===== src/rtl/rf_wb_arbiter.sv =====
// ---------------------------------------------------------------------------
// rf_wb_arbiter
//
// Purpose:
//   This block arbitrates register-file write-back among three requesters
//   (0 = ALU, 1 = load, 2 = debug). It uses round-robin priority. The
//   winning request is registered and presented to the register file one
//   cycle later.
//
//   A write to register 0 is accepted but never reaches the register file.
//   Such a write bumps a saturating drop counter instead.
//
// Ports:
//   clock            in   rising-edge clock
//   reset            in   synchronous, active-high reset
//   req_valid[2:0]   in   per-requester write request
//   req_addr[14:0]   in   packed 5-bit destination addresses, req i at [5i+:5]
//   req_data[95:0]   in   packed 32-bit write values, req i at [32i+:32]
//   req_ready[2:0]   out  combinational accept (one-hot or zero)
//   stall            in   blocks all acceptance while high
//   rf_write_enabled out  registered write enable
//   rf_write_addr    out  registered write address
//   rf_write_data    out  registered write data
//   drop_count       out  saturating count of accepted writes to register 0
// ---------------------------------------------------------------------------
module rf_wb_arbiter #(
  parameter int DROP_CNT_W = 8
) (
  input  logic                  clock,
  input  logic                  reset,
  input  logic [2:0]            req_valid,
  input  logic [14:0]           req_addr,
  input  logic [95:0]           req_data,
  output logic [2:0]            req_ready,
  input  logic                  stall,
  output logic                  rf_write_enabled,
  output logic [4:0]            rf_write_addr,
  output logic [31:0]           rf_write_data,
  output logic [DROP_CNT_W-1:0] drop_count
);

  localparam int NUM_REQ = 3;

  // Architectural state
  logic [1:0]            last_grant_reg, last_grant_next;
  logic                  wr_en_reg, wr_en_next;
  logic [4:0]            wr_addr_reg, wr_addr_next;
  logic [31:0]           wr_data_reg, wr_data_next;
  logic [DROP_CNT_W-1:0] drop_cnt_reg, drop_cnt_next;

  // Unpacked request fields and round-robin candidate order
  logic [4:0]  req_addr_arr [NUM_REQ];
  logic [31:0] req_data_arr [NUM_REQ];
  logic [1:0]  cand_idx     [NUM_REQ];
  logic [1:0]  rr_start;

  logic        grant_found;
  logic [1:0]  grant_idx;
  logic        transfer;
  logic [4:0]  sel_addr;
  logic [31:0] sel_data;

  // The search begins one past the last winner. last_grant only ever holds
  // 0..2, so the value 3 falls back to requester 0 for safety.
  always_comb begin
    rr_start = 2'd0;
    case (last_grant_reg)
      2'd0:    rr_start = 2'd1;
      2'd1:    rr_start = 2'd2;
      default: rr_start = 2'd0;
    endcase
  end

  genvar gi;
  generate
    for (gi = 0; gi < NUM_REQ; gi++) begin : g_req
      logic [2:0] cand_sum;

      assign req_addr_arr[gi] = req_addr[5*gi +: 5];
      assign req_data_arr[gi] = req_data[32*gi +: 32];

      // Candidate gi is (rr_start + gi) mod 3
      assign cand_sum     = {1'b0, rr_start} + 3'(gi);
      assign cand_idx[gi] = (cand_sum >= 3'd3) ? 2'(cand_sum - 3'd3)
                                               : cand_sum[1:0];

      // The accept path depends only on inputs and last_grant. It never
      // depends on the rf_* registers.
      assign req_ready[gi] = transfer && (grant_idx == 2'(gi));
    end
  endgenerate

  // The first valid requester in round-robin order wins.
  always_comb begin
    grant_found = 1'b0;
    grant_idx   = 2'd0;
    for (int k = 0; k < NUM_REQ; k++) begin
      if (!grant_found && req_valid[cand_idx[k]]) begin
        grant_found = 1'b1;
        grant_idx   = cand_idx[k];
      end
    end
  end

  // Reset and stall both block acceptance.
  assign transfer = grant_found && !stall && !reset;
  assign sel_addr = req_addr_arr[grant_idx];
  assign sel_data = req_data_arr[grant_idx];

  always_comb begin
    last_grant_next = last_grant_reg;
    wr_en_next      = 1'b0;
    wr_addr_next    = wr_addr_reg;
    wr_data_next    = wr_data_reg;
    drop_cnt_next   = drop_cnt_reg;

    if (transfer) begin
      last_grant_next = grant_idx;
      if (sel_addr != 5'd0) begin
        wr_en_next   = 1'b1;
        wr_addr_next = sel_addr;
        wr_data_next = sel_data;
      end else if (drop_cnt_reg != {DROP_CNT_W{1'b1}}) begin
        // A write to register 0 is swallowed. It is counted, and the count
        // saturates.
        drop_cnt_next = drop_cnt_reg + DROP_CNT_W'(1);
      end
    end
  end

  // last_grant resets to 2 so that requester 0 has first priority.
  always_ff @(posedge clock) begin
    if (reset) begin
      last_grant_reg <= 2'd2;
      wr_en_reg      <= 1'b0;
      wr_addr_reg    <= 5'd0;
      wr_data_reg    <= 32'd0;
      drop_cnt_reg   <= '0;
    end else begin
      last_grant_reg <= last_grant_next;
      wr_en_reg      <= wr_en_next;
      wr_addr_reg    <= wr_addr_next;
      wr_data_reg    <= wr_data_next;
      drop_cnt_reg   <= drop_cnt_next;
    end
  end

  assign rf_write_enabled = wr_en_reg;
  assign rf_write_addr    = wr_addr_reg;
  assign rf_write_data    = wr_data_reg;
  assign drop_count       = drop_cnt_reg;

endmodule


===== config.mk =====
export PLATFORM = sky130hd
export DESIGN_NAME = rf_wb_arbiter
export DESIGN_NICKNAME = d
export VERILOG_FILES = /design/src/rtl/rf_wb_arbiter.sv
export SDC_FILE = /design/constraint.sdc
export NUM_CORES = 1
export LEC_CHECK = 0
export CAP_MARGIN = 20
export CORE_UTILIZATION = 40
export CTS_BUF_LIST = sky130_fd_sc_hd__clkbuf_2
export CTS_CLUSTER_DIAMETER = 50
export DETAILED_ROUTE_END_ITERATION = 16
export GPL_TIMING_DRIVEN = 0
export PLACE_DENSITY = 0.94
export SYNTH_ARGS = -nofsm -noshare
export SYNTH_HDL_FRONTEND = slang
export SYNTH_SLANG_ARGS = --single-unit

===== constraint.sdc =====
create_clock -name clock -period 2.6 [get_ports clock]
set_input_delay 0.26 -clock clock [delete_from_list [all_inputs] [get_ports clock]]
set_output_delay 0.26 -clock clock [all_outputs]
set_load 0.02 [all_outputs]

==> flow_metrics.py, run 1 <==
metrics = {
    "drt": {
        "finalWirelength_um": 10400,
        "wire_per_inst_um": 15.93,
        "drtPass1Iterations": 4,
        "route.detailed.drc": 0,
        "antenna_left": 0,
        "drt-vias-per-instance": 5.312,
        "drt-initial-drc-count": 121,
        "vias": 3469,
    },
    "clock_network": {
        "clkTransAtPathRegs_ns": 0.30,
        "clock-sinks": 48,
        "clk_path_buf_depth": 2,
        "clockRootBuffer": "clkbuf_2",
        "insertion_delay_ns": 0.45,
        "cts_tree": "yes",
        "cts_htree_levels": 2,
        "cts_made_buffers": 5,
    },
    "layout": {
        "syn2layout_area_growth_pct": 63.48,
        "largest_reg_flops": 32,
        "drive_above_1_share_pct": 14.98,
        "layout.nets": 671,
        "antenna_cells": 0,
    },
    "floorplan": {
        "die_h_um": 89.17,
        "coreArea_um2": 7292,
        "io_pins": 166,
        "initial_core_util_pct": 41.68,
        "die_w_um": 89.17,
        "die-area_um2": 7950,
        "num_rows": 31,
    },
    "power_and_ir_drop": {
        "ir_worst_vdd_mv": 0.3147,
        "power_mw": 2.222,
        "p_leak_nw": 1.977,
        "p_sw_mw": 0.6937,
        "power_density_nw_per_um2": 447.3,
        "p_clk_share_pct": 23.6,
        "switching_share_pct": 31.21,
        "seq_power_share_pct": 37.8,
        "power_frac_comb_pct": 38.6,
        "p_int_mw": 1.529,
    },
    "worst_setup_path": {
        "cp-start-kind": "flop",
        "endpoint_kind": "flop",
        "cp_data_arrival_time_ns": 2.82,
        "critical_path_class": "flop to flop",
        "path_max_fanout": 10,
        "worstPathRequired_ns": 2.92,
    },
    "timing": {
        "final.setup.tns_ns": 0,
        "hold_violations": 0,
        "slew_headroom_pct": 50.20,
        "final_max_slew_viol_count": 0,
        "tightestPinTransition_ns": 0.7414,
        "fin_crit_ns": 2.501,
        "setup_viol": 0,
        "holdWs_ns": 0.2646,
        "fin_crit_sh_pct": 96.18,
        "rsz0062_at_grt": "yes",
        "fmax_ghz": 0.3999,
        "finClkSkew_ns": 0.05284,
    },
    "global_route": {
        "grt_pass1_vias": 3413,
        "globalRoute.totalOverflow": 0,
        "track_usage_pct": 25.93,
        "grt_pass1_wl_um": 15810,
        "antenna_found_initial": 0,
        "grt_max_degree": 20,
    },
    "logic_synthesis": {
        "ys_ff_latch": 48,
        "avgSynthCellArea_um2": 8.019,
        "yosys.area.top_type": "dfxtp_1",
        "synth_top_family_by_area": "simple AND/OR/NAND/NOR gates",
        "synth.area.mux_share_pct": 14.74,
        "async_flop_share_pct": 0,
        "synth_common_cells": "78 x nand2_1, 48 x dfxtp_1, 43 x nor2_1",
        "synthXorXnorAreaFrac_pct": 0,
        "netlist_instances": 379,
        "syn-num-nets": 497,
        "yosysSeqAreaShare_pct": 31.62,
        "synth-edff-count": 0,
        "synth-simple-area-share_pct": 30.18,
        "ys_types": 53,
        "synth_compound_area_share_pct": 17.54,
        "synth_ff_type": "dfxtp_1",
        "yosysWarnings": 0,
        "synth_most_common_cell": "nand2_1",
        "synthAdderAreaFrac_pct": 0.4117,
        "synth_top_area_share_pct": 31.62,
        "synth_area_leaders": "dfxtp_1 32%, mux2_2 14%, nand2_1 9.6%",
        "synth_area_um2": 3039,
    },
    "status": {
        "status": "completed",
    },
    "worst_hold_path": {
        "hp-class": "primary input to flop",
    },
    "placement": {
        "dp_hpwl_um": 8065,
        "gp_congestion": 0.8324,
        "port_buffers": 163,
    },
    "job": {
        "maxCapViolCount": 0,
    },
}
## through the flow
step / util, % / cell area [um2] / setup WS, ns / instances
3_5_place_dp: 65.75 / 4795 / -0.5365 / 641
3_3_place_gp: 65.75 / 4795 / -0.4903 / 641
6_report: 68.14 / 4969 / 0.09926 / 653
2_1_floorplan: - / 3039 / 0.3139 / 379
5_1_grt: 68.14 / 4969 / -0.0001050 / 653
4_1_cts: 67.74 / 4940 / 0.003125 / 652
## final timing paths
| check | slack (ns) | to | from | cells past startpoint |
|---|---|---|---|---|
| hold reg to reg | 0.50 | rf_write_addr[2]$_SDFFE_PP0P_ | rf_write_addr[2]$_SDFFE_PP0P_ | 2 |
| setup / recovery | 0.1 | rf_write_data[5]$_SDFFE_PP0P_ | last_grant_reg[1]$_SDFFE_PP1P_ | 8 |
| hold / removal | 0.26 | last_grant_reg[1]$_SDFFE_PP1P_ | req_valid[2] | 4 |
| setup reg to reg | 0.1 | rf_write_data[5]$_SDFFE_PP0P_ | last_grant_reg[1]$_SDFFE_PP1P_ | 8 |
## per-layer routing
metal / routed length (um) / up-vias / track usage [%]
met5: 0 / - / 0
met2: 5479 / 133 / 49.69
met4: 252 / 0 / 9.668
met3: 553 / 22 / 4.801
met1: 4115 / 1644 / 28.14
li1: - / 1670 / -
## layout make-up
cell class                      count  area [um2]
Multi-Input combinational cell    302        1946
Fill cell                         613        2323
Tap cell                           99       123.9
Clock inverter                      3       68.82
Clock buffer                        5       25.02
Buffer                             25       167.7
Timing Repair Buffer              168        1665
Sequential cell                    48       960.9
Inverter                            3       11.26
## cell usage in the layout, fill, tap and decap left out, types with 2 or more instances in the layout
| cell | netlist | routed |
|---|---|---|
| buf_6 | 6 | 6 |
| clkbuf_1 | 14 | 10 |
| mux2i_1 | 2 | 2 |
| buf_4 | 2 | 7 |
| o31ai_1 | 2 | 2 |
| o21ai_2 | 2 | 2 |
| bufinv_16 | 0 | 2 |
| nand2_1 | 78 | 78 |
| nor2b_2 | 1 | 2 |
| mux2_2 | 38 | 38 |
| a21boi_0 | 2 | 2 |
| inv_1 | 3 | 3 |
| nor2_1 | 43 | 43 |
| a31oi_1 | 32 | 32 |
| nand4_1 | 5 | 5 |
| nor4_1 | 5 | 5 |
| buf_1 | 2 | 2 |
| a32o_1 | 2 | 2 |
| nor3_1 | 4 | 4 |
| nand3_1 | 4 | 4 |
| o21ai_0 | 4 | 4 |
| clkdlybuf4s50_1 | 0 | 160 |
| nand2b_1 | 5 | 5 |
| dfxtp_1 | 48 | 48 |
| a21oi_1 | 5 | 5 |
| nor2b_1 | 41 | 40 |
| clkbuf_2 | 0 | 7 |
## kinds of logic after synthesis
| kind of cell | Yosys count |
|---|---|
| simple gates | 194 |
| compound gates | 67 |
| flops | 48 |
| mux | 40 |
| buf+inv | 29 |
| fa+ha+maj | 1 |
## worst max-delay path, stage by stage, from the launching register on
cell,delay (ns)
dfxtp_1,0.41
buf_6,0.15
o22ai_1,0.09
and2_2,0.24
o32ai_2,0.40
o2111ai_1,0.26
o21ai_4,0.29
buf_4,0.20
mux2_2,0.34
## power groups by stage
stage / combinational [mW] / clock, mW / sequential [mW]
floorplan: 0.345 / 0 / 0.932
global placement: 0.805 / 0 / 0.848
detailed placement: 0.832 / 0 / 0.853
CTS: 0.849 / 0.537 / 0.839
global route: 0.913 / 0.574 / 0.849
finish: 0.857 / 0.525 / 0.840
## timing repair
| item | CTS | global route |
|---|---|---|
| cloned | 0 | 0 |
| pin swaps | 2 | 1 |
| hold buffers | 0 | 0 |
| setup buffers | 4 | 1 |
| gates resized for setup | 10 | 8 |
| endpoints found under the setup margin | 31 | 41 |
Power figures use the tool's default switching activity.
==> inputs of run 2 (changes only) <==
- CORE_MARGIN: default -> 8
==> run 2 against run 1 <==
Net effect:
- cell count unchanged
- count of clock-buffer cells in the layout unchanged
- clock power decreased by 44%
- largest cell class unchanged
- wire length increased by 8.6%
- critical endpoint is now rf_write_data[6]$_SDFFE_PP0P_
- non-clock buffer count increased by 1
- fmax decreased by 0.32%
- power decreased by 10%
- global-route usage decreased by 5.0 points
- clock skew decreased by 0.041 ns
- die area increased by 34%
- register-to-register slack improved by 0.02 ns
==> flow_metrics.py, run 2 (synthesis results as in run 1) <==
metrics = {
    "placement": {
        "dp_hpwl_um": 8925,
        "placed_cell_area_um2": 4795,
        "port_buffers": 163,
        "gp_congestion": 0.8369,
        "post-place-ws_ns": -0.5749,
    },
    "timing": {
        "setup_viol": 0,
        "fin_crit_sh_pct": 96.49,
        "hold_violations": 0,
        "slew_headroom_pct": 53.50,
        "finClkSkew_ns": 0.01196,
        "timing.final.ws_setup_ns": 0.09123,
        "final_max_slew_viol_count": 0,
        "fmax_ghz": 0.3986,
        "fin_crit_ns": 2.509,
        "tightestPinTransition_ns": 0.6921,
    },
    "clock_network": {
        "clkTransAtPathRegs_ns": 0.23,
        "clk_path_buf_depth": 2,
        "cts_htree_levels": 2,
        "clock-sinks": 48,
        "postCtsHoldBufs": 0,
        "clockRootBuffer": "clkbuf_2",
        "cts_tree": "yes",
        "insertion_delay_ns": 0.40,
        "cts_made_buffers": 5,
    },
    "drt": {
        "wirelength_met1_um": 4178,
        "vias": 3454,
        "wl_met3_um": 1019,
        "drtPass1Iterations": 4,
        "drt-vias-per-instance": 5.289,
        "top_layer": "met4",
        "wl_met2_um": 5890,
        "finalWirelength_um": 11290,
        "antenna_left": 0,
        "wire_per_inst_um": 17.29,
        "drt-initial-drc-count": 97,
        "route.detailed.drc": 0,
    },
    "global_route": {
        "track_usage_pct": 20.92,
        "globalRoute.totalOverflow": 0,
        "grt_max_degree": 15,
        "antenna_found_initial": 0,
        "grt_pass1_vias": 3678,
        "grt_pass1_wl_um": 17530,
    },
    "floorplan": {
        "die-area_um2": 10640,
        "die_w_um": 103.2,
        "initial_core_util_pct": 41.68,
        "io_pins": 166,
        "coreArea_um2": 7292,
        "num_rows": 31,
        "die_h_um": 103.2,
    },
    "worst_hold_path": {
        "hp-class": "primary input to flop",
    },
    "layout": {
        "largest_reg_flops": 32,
        "final_cell_mix": "160 x clkdlybuf4s50_1, 78 x nand2_1, 48 x dfxtp_1, 42 x nor2_1, 40 x nor2b_1",
        "antenna_cells": 0,
        "fin_util_pct": 67.67,
        "drive_above_1_share_pct": 14.98,
        "layout.nets": 672,
        "n_fill_cell": 585,
        "syn2layout_area_growth_pct": 62.37,
        "mostFrequentLayoutCell": "clkdlybuf4s50_1",
        "design_area_um2": 4935,
    },
    "status": {
        "status": "completed",
    },
    "worst_setup_path": {
        "endpoint_kind": "flop",
        "critical_path_class": "primary input to flop",
        "path_max_fanout": 10,
        "worstPathRequired_ns": 2.92,
        "cp_data_arrival_time_ns": 2.83,
        "cp-start-kind": "primary input",
    },
    "power_and_ir_drop": {
        "power_density_nw_per_um2": 404.9,
        "p_leak_nw": 1.957,
        "ir_worst_vdd_mv": 0.2197,
    },
    "job": {
        "maxCapViolCount": 0,
    },
}
## run 2: power by group
group          leakage (nW)  total, mW  switching, mW  internal (mW)
Sequential            0.395      0.839         0.0334          0.806
Clock                0.0248      0.296          0.237         0.0594
Combinational          1.54      0.863          0.401          0.461
Total                  1.96       2.00          0.671           1.33
## run 2: worst paths after layout
| path | cells past startpoint | to | startpoint | slack (ns) |
|---|---|---|---|---|
| hold reg to reg | 2 | rf_write_addr[2]$_SDFFE_PP0P_ | rf_write_addr[2]$_SDFFE_PP0P_ | 0.50 |
| setup / recovery | 10 | rf_write_data[6]$_SDFFE_PP0P_ | req_valid[1] | 0.09 |
| hold / removal | 4 | last_grant_reg[0]$_SDFFE_PP0P_ | req_valid[0] | 0.32 |
| setup reg to reg | 8 | drop_count[6]$_SDFFE_PP0P_ | last_grant_reg[1]$_SDFFE_PP1P_ | 0.12 |
## run 2: what timing repair did
item | 4_1_cts | 5_1_grt
setup endpoints to repair | 30 | 42
resized for setup | 9 | 13
cloned | 0 | 0
pin swaps | 2 | 1
setup buffers | 3 | 2
## run 2: metal layers
layer	track usage, %	vias up
li1	-	1668
met1	21.66	1633
met2	37.82	137
met3	7.495	16
met4	7.675	0
met5	0	-
## run 2: final cells by class
type / instances / area (um2) / area share (%)
multi-input cells: 302 / 1966 / 39.83
repair buffers: 168 / 1669 / 33.82
flip-flops and latches: 48 / 960.9 / 19.47
plain buffers: 26 / 166.4 / 3.372
well taps: 99 / 123.9 / 2.510
clock buffers: 5 / 25.02 / 0.5071
clock inverters: 2 / 12.51 / 0.2535
inverters: 3 / 11.26 / 0.2282
## run 2: through the flow
| stage | hold slack [ns] | TNS (ns) | power (mW) | std cells |
|---|---|---|---|---|
| after global routing | 0.3324 | -0.002796 | 2.114 | 653 |
| after CTS | 0.2732 | 0 | 1.995 | 651 |
| final | 0.3226 | 0 | 1.998 | 653 |
| after detailed placement | 0.4644 | -19.57 | 1.685 | 641 |
| after global placement | 0.4557 | -18.08 | 1.660 | 641 |
| after floorplan | 0.4249 | 0 | 1.276 | 379 |
## run 2: worst max-delay path: stages
cell	delay, ns
clkdlybuf4s50_1	0.49
buf_2	0.19
nor3b_2	0.30
a21oi_4	0.08
buf_4	0.18
o32ai_2	0.20
o2111ai_1	0.25
o21ai_4	0.31
buf_4	0.22
mux2_2	0.34
